### src/rtl/tinyrisc_pkg.sv
// -----------------------------------------------------------------------------
// tinyrisc_pkg
// Constants shared by the tinyRISC blocks.
//   DATA_W_DEF : default register width in bits
//   ADDR_W_DEF : default register address width (DEPTH = 2**ADDR_W)
//   REG_ZERO   : index of the hardwired-zero register
// -----------------------------------------------------------------------------
package tinyrisc_pkg;

    localparam int DATA_W_DEF = 16;
    localparam int ADDR_W_DEF = 4;
    localparam int REG_ZERO   = 0;

endpackage : tinyrisc_pkg

### src/rtl/regfile_scoreboard.sv
// -----------------------------------------------------------------------------
// regfile_scoreboard
// Busy scoreboard for the register file. One bit per register records that an
// issued instruction still owes a writeback to that register.
//
// Ports:
//   clk, reset          : clock; asynchronous active-high reset clears all bits
//   wr0_en/wr0_addr     : ALU writeback, clears the busy bit of its target
//   wr1_en/wr1_addr     : load/MUL writeback, clears the busy bit of its target
//   rsv_en/rsv_addr     : issue-time reservation, sets the busy bit
//   busy_vec            : registered busy bits, bit k = register k
// -----------------------------------------------------------------------------
module regfile_scoreboard
    import tinyrisc_pkg::*;
#(
    parameter int ADDR_W   = ADDR_W_DEF,
    parameter int ZERO_REG = 1
) (
    input  logic                   clk,
    input  logic                   reset,
    input  logic                   wr0_en,
    input  logic [ADDR_W-1:0]      wr0_addr,
    input  logic                   wr1_en,
    input  logic [ADDR_W-1:0]      wr1_addr,
    input  logic                   rsv_en,
    input  logic [ADDR_W-1:0]      rsv_addr,
    output logic [2**ADDR_W-1:0]   busy_vec
);

    localparam int DEPTH = 2**ADDR_W;

    logic [DEPTH-1:0] busy_reg;
    logic [DEPTH-1:0] busy_next;

    genvar gi;
    generate
        for (gi = 0; gi < DEPTH; gi++) begin : g_busy
            if ((ZERO_REG != 0) && (gi == REG_ZERO)) begin : g_zero
                // The zero register never has a pending producer.
                assign busy_next[gi] = 1'b0;
            end else begin : g_live
                logic rsv_hit;
                logic wr_hit;

                assign rsv_hit = rsv_en && (rsv_addr == ADDR_W'(gi));
                assign wr_hit  = (wr0_en && (wr0_addr == ADDR_W'(gi)))
                              || (wr1_en && (wr1_addr == ADDR_W'(gi)));

                // A new reservation supersedes the writeback of the older
                // producer landing in the same cycle.
                assign busy_next[gi] = rsv_hit ? 1'b1 :
                                       wr_hit  ? 1'b0 : busy_reg[gi];
            end
        end
    endgenerate

    always_ff @(posedge clk or posedge reset) begin
        if (reset) begin
            busy_reg <= '0;
        end else begin
            busy_reg <= busy_next;
        end
    end

    assign busy_vec = busy_reg;

endmodule : regfile_scoreboard

### src/rtl/regfile_mp.sv
// -----------------------------------------------------------------------------
// regfile_mp
// Multi-port register file for the tinyRISC core: NUM_RD combinational read
// ports, two write ports (wr1 wins on an address clash), optional write-to-read
// bypass, optional hardwired-zero register and an integrated busy scoreboard.
//
// Ports:
//   clk, reset            : clock; asynchronous active-high reset clears state
//   rd_addr / rd_data     : packed read addresses / data, port i at slice i
//   rd_busy               : busy bit of each read address (combinational)
//   wr0_en/addr/data      : ALU writeback port
//   wr1_en/addr/data      : load/MUL writeback port (priority over wr0)
//   rsv_en / rsv_addr     : mark a destination register busy at issue
//   busy_vec              : registered scoreboard bits
//   wr_collision          : one-cycle pulse after both write ports hit one reg
// -----------------------------------------------------------------------------
module regfile_mp
    import tinyrisc_pkg::*;
#(
    parameter int DATA_W   = DATA_W_DEF,
    parameter int ADDR_W   = ADDR_W_DEF,
    parameter int NUM_RD   = 2,
    parameter int ZERO_REG = 1,
    parameter int BYPASS   = 1
) (
    input  logic                       clk,
    input  logic                       reset,
    input  logic [NUM_RD*ADDR_W-1:0]   rd_addr,
    output logic [NUM_RD*DATA_W-1:0]   rd_data,
    output logic [NUM_RD-1:0]          rd_busy,
    input  logic                       wr0_en,
    input  logic [ADDR_W-1:0]          wr0_addr,
    input  logic [DATA_W-1:0]          wr0_data,
    input  logic                       wr1_en,
    input  logic [ADDR_W-1:0]          wr1_addr,
    input  logic [DATA_W-1:0]          wr1_data,
    input  logic                       rsv_en,
    input  logic [ADDR_W-1:0]          rsv_addr,
    output logic [2**ADDR_W-1:0]       busy_vec,
    output logic                       wr_collision
);

    localparam int DEPTH = 2**ADDR_W;

    logic [DATA_W-1:0] regs_reg [DEPTH];
    logic              wr_collision_reg;
    logic              wr0_keep;
    logic              wr1_keep;

    // Writes aimed at the hardwired-zero register are discarded.
    assign wr0_keep = wr0_en && !((ZERO_REG != 0) && (wr0_addr == ADDR_W'(REG_ZERO)));
    assign wr1_keep = wr1_en && !((ZERO_REG != 0) && (wr1_addr == ADDR_W'(REG_ZERO)));

    always_ff @(posedge clk or posedge reset) begin
        if (reset) begin
            for (int k = 0; k < DEPTH; k++) begin
                regs_reg[k] <= '0;
            end
            wr_collision_reg <= 1'b0;
        end else begin
            if (wr0_keep) begin
                regs_reg[wr0_addr] <= wr0_data;
            end
            // Issued after wr0 so that wr1 wins when both target one register.
            if (wr1_keep) begin
                regs_reg[wr1_addr] <= wr1_data;
            end
            // Flags the clash even on the zero register, where both are dropped.
            wr_collision_reg <= wr0_en && wr1_en && (wr0_addr == wr1_addr);
        end
    end

    assign wr_collision = wr_collision_reg;

    regfile_scoreboard #(
        .ADDR_W   (ADDR_W),
        .ZERO_REG (ZERO_REG)
    ) u_scoreboard (
        .clk      (clk),
        .reset    (reset),
        .wr0_en   (wr0_en),
        .wr0_addr (wr0_addr),
        .wr1_en   (wr1_en),
        .wr1_addr (wr1_addr),
        .rsv_en   (rsv_en),
        .rsv_addr (rsv_addr),
        .busy_vec (busy_vec)
    );

    genvar gi;
    generate
        for (gi = 0; gi < NUM_RD; gi++) begin : g_rd
            logic [ADDR_W-1:0] addr;
            logic              is_zero;
            logic              hit0;
            logic              hit1;

            assign addr    = rd_addr[gi*ADDR_W +: ADDR_W];
            assign is_zero = (ZERO_REG != 0) && (addr == ADDR_W'(REG_ZERO));
            assign hit0    = (BYPASS != 0) && wr0_en && (wr0_addr == addr);
            assign hit1    = (BYPASS != 0) && wr1_en && (wr1_addr == addr);

            assign rd_data[gi*DATA_W +: DATA_W] = is_zero ? '0       :
                                                  hit1    ? wr1_data :
                                                  hit0    ? wr0_data :
                                                            regs_reg[addr];

            // A writeback arriving this cycle resolves the dependency early
            // when its data is forwarded; a same-cycle reservation is not seen.
            assign rd_busy[gi] = !is_zero && busy_vec[addr] && !(hit0 || hit1);
        end
    endgenerate

endmodule : regfile_mp

### config.mk
export PLATFORM = sky130hd
export DESIGN_NAME = regfile_mp
export DESIGN_NICKNAME = d
export VERILOG_FILES = /design/src/rtl/tinyrisc_pkg.sv /design/src/rtl/regfile_scoreboard.sv /design/src/rtl/regfile_mp.sv
export SDC_FILE = /design/constraint.sdc
export NUM_CORES = 1
export LEC_CHECK = 0
export ABC_AREA = 0
export ABC_CLOCK_PERIOD_IN_PS = 22900
export BUFFER_PORTS_ARGS = -buffer_cell sky130_fd_sc_hd__buf_2
export CAP_MARGIN = 5
export CORE_ASPECT_RATIO = 0.5
export CORE_MARGIN = 5
export CORE_UTILIZATION = 55
export CTS_CLUSTER_DIAMETER = 120
export DETAILED_ROUTE_END_ITERATION = 8
export PLACE_DENSITY_LB_ADDON = 0.1
export SYNTH_ARGS = -nofsm -noshare
export SYNTH_HDL_FRONTEND = slang
export SYNTH_SLANG_ARGS = --single-unit
### constraint.sdc
create_clock -name clk -period 22.9 [get_ports clk]
set_clock_uncertainty 0.1 [all_clocks]
set_input_delay 3.435 -clock clk [delete_from_list [all_inputs] [get_ports clk]]
set_output_delay 3.435 -clock clk [all_outputs]
set_load 0.01 [all_outputs]
# --- Word-level counts from Yosys, hierarchy flattened ---
# Index checks and enable logic that the tools add are counted.
word_totals:
  word_cells: 249
  ff_bits: 272
classes:
  n_mux: 54
  n_lt_le_gt_ge: 8
  bitwise: 4
  n_reduce_logical: 101
  n_eq_ne: 50
ops:
  columns: ["cell", "n"]
  rows:
  - ["bitwise mux 256 bit", 2]
  - ["2-to-1 mux 256 bit", 2]
  - ["2-to-1 mux 16 bit", 12]
  - ["binary-select mux 16 bit (select 4 bit)", 2]
  - ["demux 16 bit (select 4 bit)", 2]
  - ["== test 4 bit (second input constant)", 24]
  - ["logical AND 1 bit", 59]
  - ["== test 4 x 3 -> 1 bit (second input constant)", 12]
  - ["2-to-1 mux 1 bit", 32]
  - ["nonzero test 2 bit", 15]
  - ["== test 4 x 2 -> 1 bit (second input constant)", 6]
  - ["== test 4 bit", 5]
  - ["greater-or-equal comparator 5 bit (second input constant)", 4]
  - ["NOT 4 -> 5 bit", 4]
  - ["logical OR 1 bit", 17]
  - ["logical NOT 4 bit", 4]
  - ["== test 4 x 1 -> 1 bit (second input constant)", 3]
  - ["less-than comparator 4 x 5 -> 1 bit (second input constant)", 2]
  - ["less-than comparator 5 x 1 -> 1 bit (second input constant)", 2]
  - ["binary-select mux 1 bit (select 4 bit)", 2]
  - ["logical NOT 1 bit", 6]

# --- Depth between registers and ports, before layout ---
logic_depth:
  ltp_word: 9
  ltp_mapped: 8
  ltp_nobuf: 5

# --- Hierarchy ---
# Synthesis repeated with hierarchy kept, for this count alone.
unflattened:
  cells_unflattened: 1849
  area_unflattened_um2: 18280.0
modules_own_cells:
  columns: ["module", "area_per_inst_um2", "cells_per_inst", "n_inst", "seq_area_each_um2"]
  rows:
  - ["regfile_mp", 17433.0, 1764, 1, 6431.2]
  - ["regfile_scoreboard", 847.1, 85, 1, 375.4]

# --- Worst setup path before layout ---
# No wires, ideal clock.
synth_timing:
  path_kind: "input to output"
  startpoint: "input port rd_addr[4]"
  endpoint: "output port rd_data[26]"
  arrival_time_ns: 4.942
  path_stages: 7
  n_path_buf: 2
  setup_slack_ns: 14.423
  cell_sequence: "buf_6 buf_2 mux4_2 a22oi_2 nand2_1 a221oi_2 nor2_2"
synth_via:
  elab_chain_cells: 7
synth_rtl:
  columns: ["item", "line", "rtl"]
  rows:
  - ["start: declaration", "regfile_mp.sv:28", "input logic [NUM_RD*ADDR_W-1:0] rd_addr,"]
  - ["NOT 4 -> 5 bit (not written as such)", "regfile_mp.sv:106", "regs_reg[addr];"]
  - ["binary-select mux 16 bit (select 4 bit)", "regfile_mp.sv:106", null]
  - ["2-to-1 mux 16 bit (not written as such) (2 in a row)", "regfile_mp.sv:106", null]
  - ["2-to-1 mux 16 bit", "regfile_mp.sv:105", "hit0 ? wr0_data :"]
  - ["2-to-1 mux 16 bit", "regfile_mp.sv:104", "hit1 ? wr1_data :"]
  - ["2-to-1 mux 16 bit (*)", "regfile_mp.sv:103", "assign rd_data[gi*DATA_W +: DATA_W] = is_zero ? '0 :"]
  - ["end: declaration", "regfile_mp.sv:29", "output logic [NUM_RD*DATA_W-1:0] rd_data,"]
# Mark *: on every way between the ends. The rest lies on a longest branch, timed or not. The select of a mux whose other input is x is not followed.

# --- Worst setup path in the final report ---
layout_timing:
  startpoint: "input port rd_addr[4]"
  endpoint: "output port rd_data[19]"
# Same word-level chain as after synthesis.

==> flow_summary.toml <==
[critical_path]
critical_path_required_ps = 19370
worst_setup_path_end_kind = "output pin"
critPathLaunchType = "primary input"
timing_worst_setup_path_type = "in2out"
worst_r2r_endpoint = "u_scoreboard.busy_vec[2]$_DFFE_PP0P_"
reg2reg_slack_ps = 21990
r2r_start = "u_scoreboard.busy_vec[2]$_DFFE_PP0P_"
timing.critical_path.arrival_ps = 6940
worstRegToRegCells = 1
crit_path_max_fanout = 37

[synth]
synth_fp_nets = 1734
post-synth-top-count-cell = "sky130_fd_sc_hd__dfrtp_1"
synth.area.top_cells = "sky130_fd_sc_hd__dfrtp_1 39%, sky130_fd_sc_hd__mux4_2 17%, sky130_fd_sc_hd__mux2i_1 14%"
netlist.area_leader.share_pct = 38.6
commonest_register_cell_after_synthesis = "sky130_fd_sc_hd__dfrtp_1"
ranking_of_synthesized_cells_by_instance_count = "272 x sky130_fd_sc_hd__dfrtp_1, 240 x sky130_fd_sc_hd__mux2i_1, 220 x sky130_fd_sc_hd__nor2_1, 176 x sky130_fd_sc_hd__a21oi_1, 136 x sky130_fd_sc_hd__mux4_2"
syn_area_sq_um = 17600
syn_avg_cell_area_sq_um = 10.5
largest_area_contributor_in_the_synthesized_netlist = "sky130_fd_sc_hd__dfrtp_1"
synthesis.yosys.warnings = 0
number_of_enable_flip_flop_cells_after_synthesis = 0
synth_sequential_area_ratio_pct = 38.6
yosys.cell_types.count = 51
post_synth_inst_count = 1677
postSynth.asyncResetShare_pct = 100
ys_ff_latch = 272

[status]
status = "completed"

[sta]
maxClockFrequency_mhz = 95.4
max-slew-margin-rel_pct = 10.0
report.final.slew_viol_count = 0
setup-tns-final_ps = 0
final.min_clock_period_ps = 10480
final_min_period_over_clock_period_pct = 45.8
finalSetupViolCount = 0
rsz0062_at_grt = "no"
final_critical_path_setup_slack_ps = 12420
worstMarginPinSlew_ps = 1350
number_of_failing_hold_endpoints_at_the_final_stage = 0

[clock_network]
clk_pin_slew_ps = 60
cts_htree_levels = 1
cts_inserted_buffers = 27
postCtsSetupBuffers = 0
clk_latency_ps = 550
cts_tree = "done"
tritoncts_sinks = 272
cts_hold_repair.buffers = 0
cts-root-to-sink-buffers = 3
ctsRootBufferMaster = "sky130_fd_sc_hd__clkbuf_16"
resized_gates_after_cts = 0

[min_path]
hold_path_cell_cnt = 0
launch_point_of_the_worst_hold_path = "regs_reg[249]$_DFF_PP0_"
hold_path_endpoint = "regs_reg[249]$_DFF_PP0_"
timing.hold.worst.class = "reg2reg"

[floorplan]
coreArea_sq_um = 31700
floorplan.initialDensity_pct = 55.7
die_h_microns = 137
std_cell_rows = 46
die_area_sq_um = 36000
floorplan.die.width_microns = 263
io-pin-count = 108

[global_route]
grt_first_pass_wirelength_microns = 90400
grt-ovfl-total = 0
grt_pass1_vias = 14000
grt_max_degree = 156
globalRouteTotalUtil_pct = 33.6
initial_antenna_violation_count = 4

[placed_design]
pre_cts_ws_ps = 12380
gp_routability_congestion = 0.871
dp_hpwl_microns = 35600
port_buffers = 106

[finish]
layout.nets = 1690
drive_above_1_share_pct = 24.0
n_fill_cell = 2655
area_growth_pct = 7.63
largest_reg_flops = 256

[routing]
firstDrtPassIters = 6
drt_drc_violations_left = 0
viasPerCell = 6.84
antenna_violating_nets_post_route = 0
per_cell_routed_wire_length_microns = 29.3
drt_iter0_drc = 1973
vias = 14300
drt-total-wl_microns = 61200

[pwr]
peakVddDrop_uv = 60.6
total_power_draw_mw = 1.60
leakage_nw = 7.88
powerDensity_nw_per_um2 = 84.3

[run]
maxCapViolations = 0
[layout make-up]
cell class / instances / area, sq um / area share, %
antenna: 4 / 10.0 / 0.0527
clock buffer: 41 / 838 / 4.41
clock inverter: 8 / 97.6 / 0.514
inverter: 4 / 22.5 / 0.119
multi-input combinational: 1180 / 9810 / 51.6
sequential: 272 / 6810 / 35.8
tap: 432 / 541 / 2.85
timing repair buffer: 148 / 866 / 4.56
[metrics by stage]
step	hold WS, ps	instance area [sq um]	utilization [%]	cells
after detailed placement	283	18000	57.0	2036
after floorplan	341	17600	-	1677
final	297	19000	60.0	2089
after global placement	277	18000	57.0	2036
after global routing	312	19000	60.0	2089
after CTS	298	19000	60.0	2085
[critical path, cell delays in order]
cell	delay (ps)
sky130_fd_sc_hd__buf_4	590
sky130_fd_sc_hd__buf_4	750
sky130_fd_sc_hd__xor2_1	240
sky130_fd_sc_hd__or4b_4	540
sky130_fd_sc_hd__a21oi_4	800
sky130_fd_sc_hd__a221oi_1	250
sky130_fd_sc_hd__nor2_1	140
sky130_fd_sc_hd__buf_2	140
[placed cells by master (no fill, tap or decap), types with 17 or more instances in the layout]
master	n
sky130_fd_sc_hd__o21ai_1	29
sky130_fd_sc_hd__nor2_1	219
sky130_fd_sc_hd__o22ai_1	32
sky130_fd_sc_hd__buf_4	44
sky130_fd_sc_hd__a22oi_1	26
sky130_fd_sc_hd__mux2i_1	240
sky130_fd_sc_hd__o21ai_0	46
sky130_fd_sc_hd__nand2_1	115
sky130_fd_sc_hd__a21oi_1	176
sky130_fd_sc_hd__nor2_2	17
sky130_fd_sc_hd__mux4_2	136
sky130_fd_sc_hd__clkbuf_16	27
sky130_fd_sc_hd__buf_2	103
sky130_fd_sc_hd__dfrtp_1	272
[worst max-delay path by stage]
stage / from / to / slack (ps) / cells past startpoint
floorplan: reset / regs_reg[0]$_DFF_PP0_ / 11870 / 1
global placement: rd_addr[4] / rd_data[20] / 12470 / 8
detailed placement: rd_addr[4] / rd_data[17] / 12380 / 8
CTS: rd_addr[4] / rd_data[17] / 12380 / 8
global route: rd_addr[4] / rd_data[16] / 12160 / 8
finish: rd_addr[4] / rd_data[19] / 12420 / 8
[kinds of logic after synthesis]
family | synth area share [%]
other cells | 0.0213
mux | 31.1
flops | 38.6
simple gates | 9.97
compound gates | 13.4
xor+xnor | 0.943
buf+inv | 5.94
[power breakdown]
part           internal (mW)  switching, mW  total, mW  leakage, nW
logic                  0.229          0.203      0.432         4.18
registers              0.596         0.0951      0.691         3.23
clock network          0.275          0.202      0.477        0.468
[layer usage]
metal,up-vias,part of all wire [%],track usage [%]
met1,7078,39,46.7
met4,0,4.2,12.7
met5,-,0,0
met2,1018,43,49.6
li1,6012,-,-
met3,178,14,11.3
No activity file was read; power rests on OpenSTA's default activity.
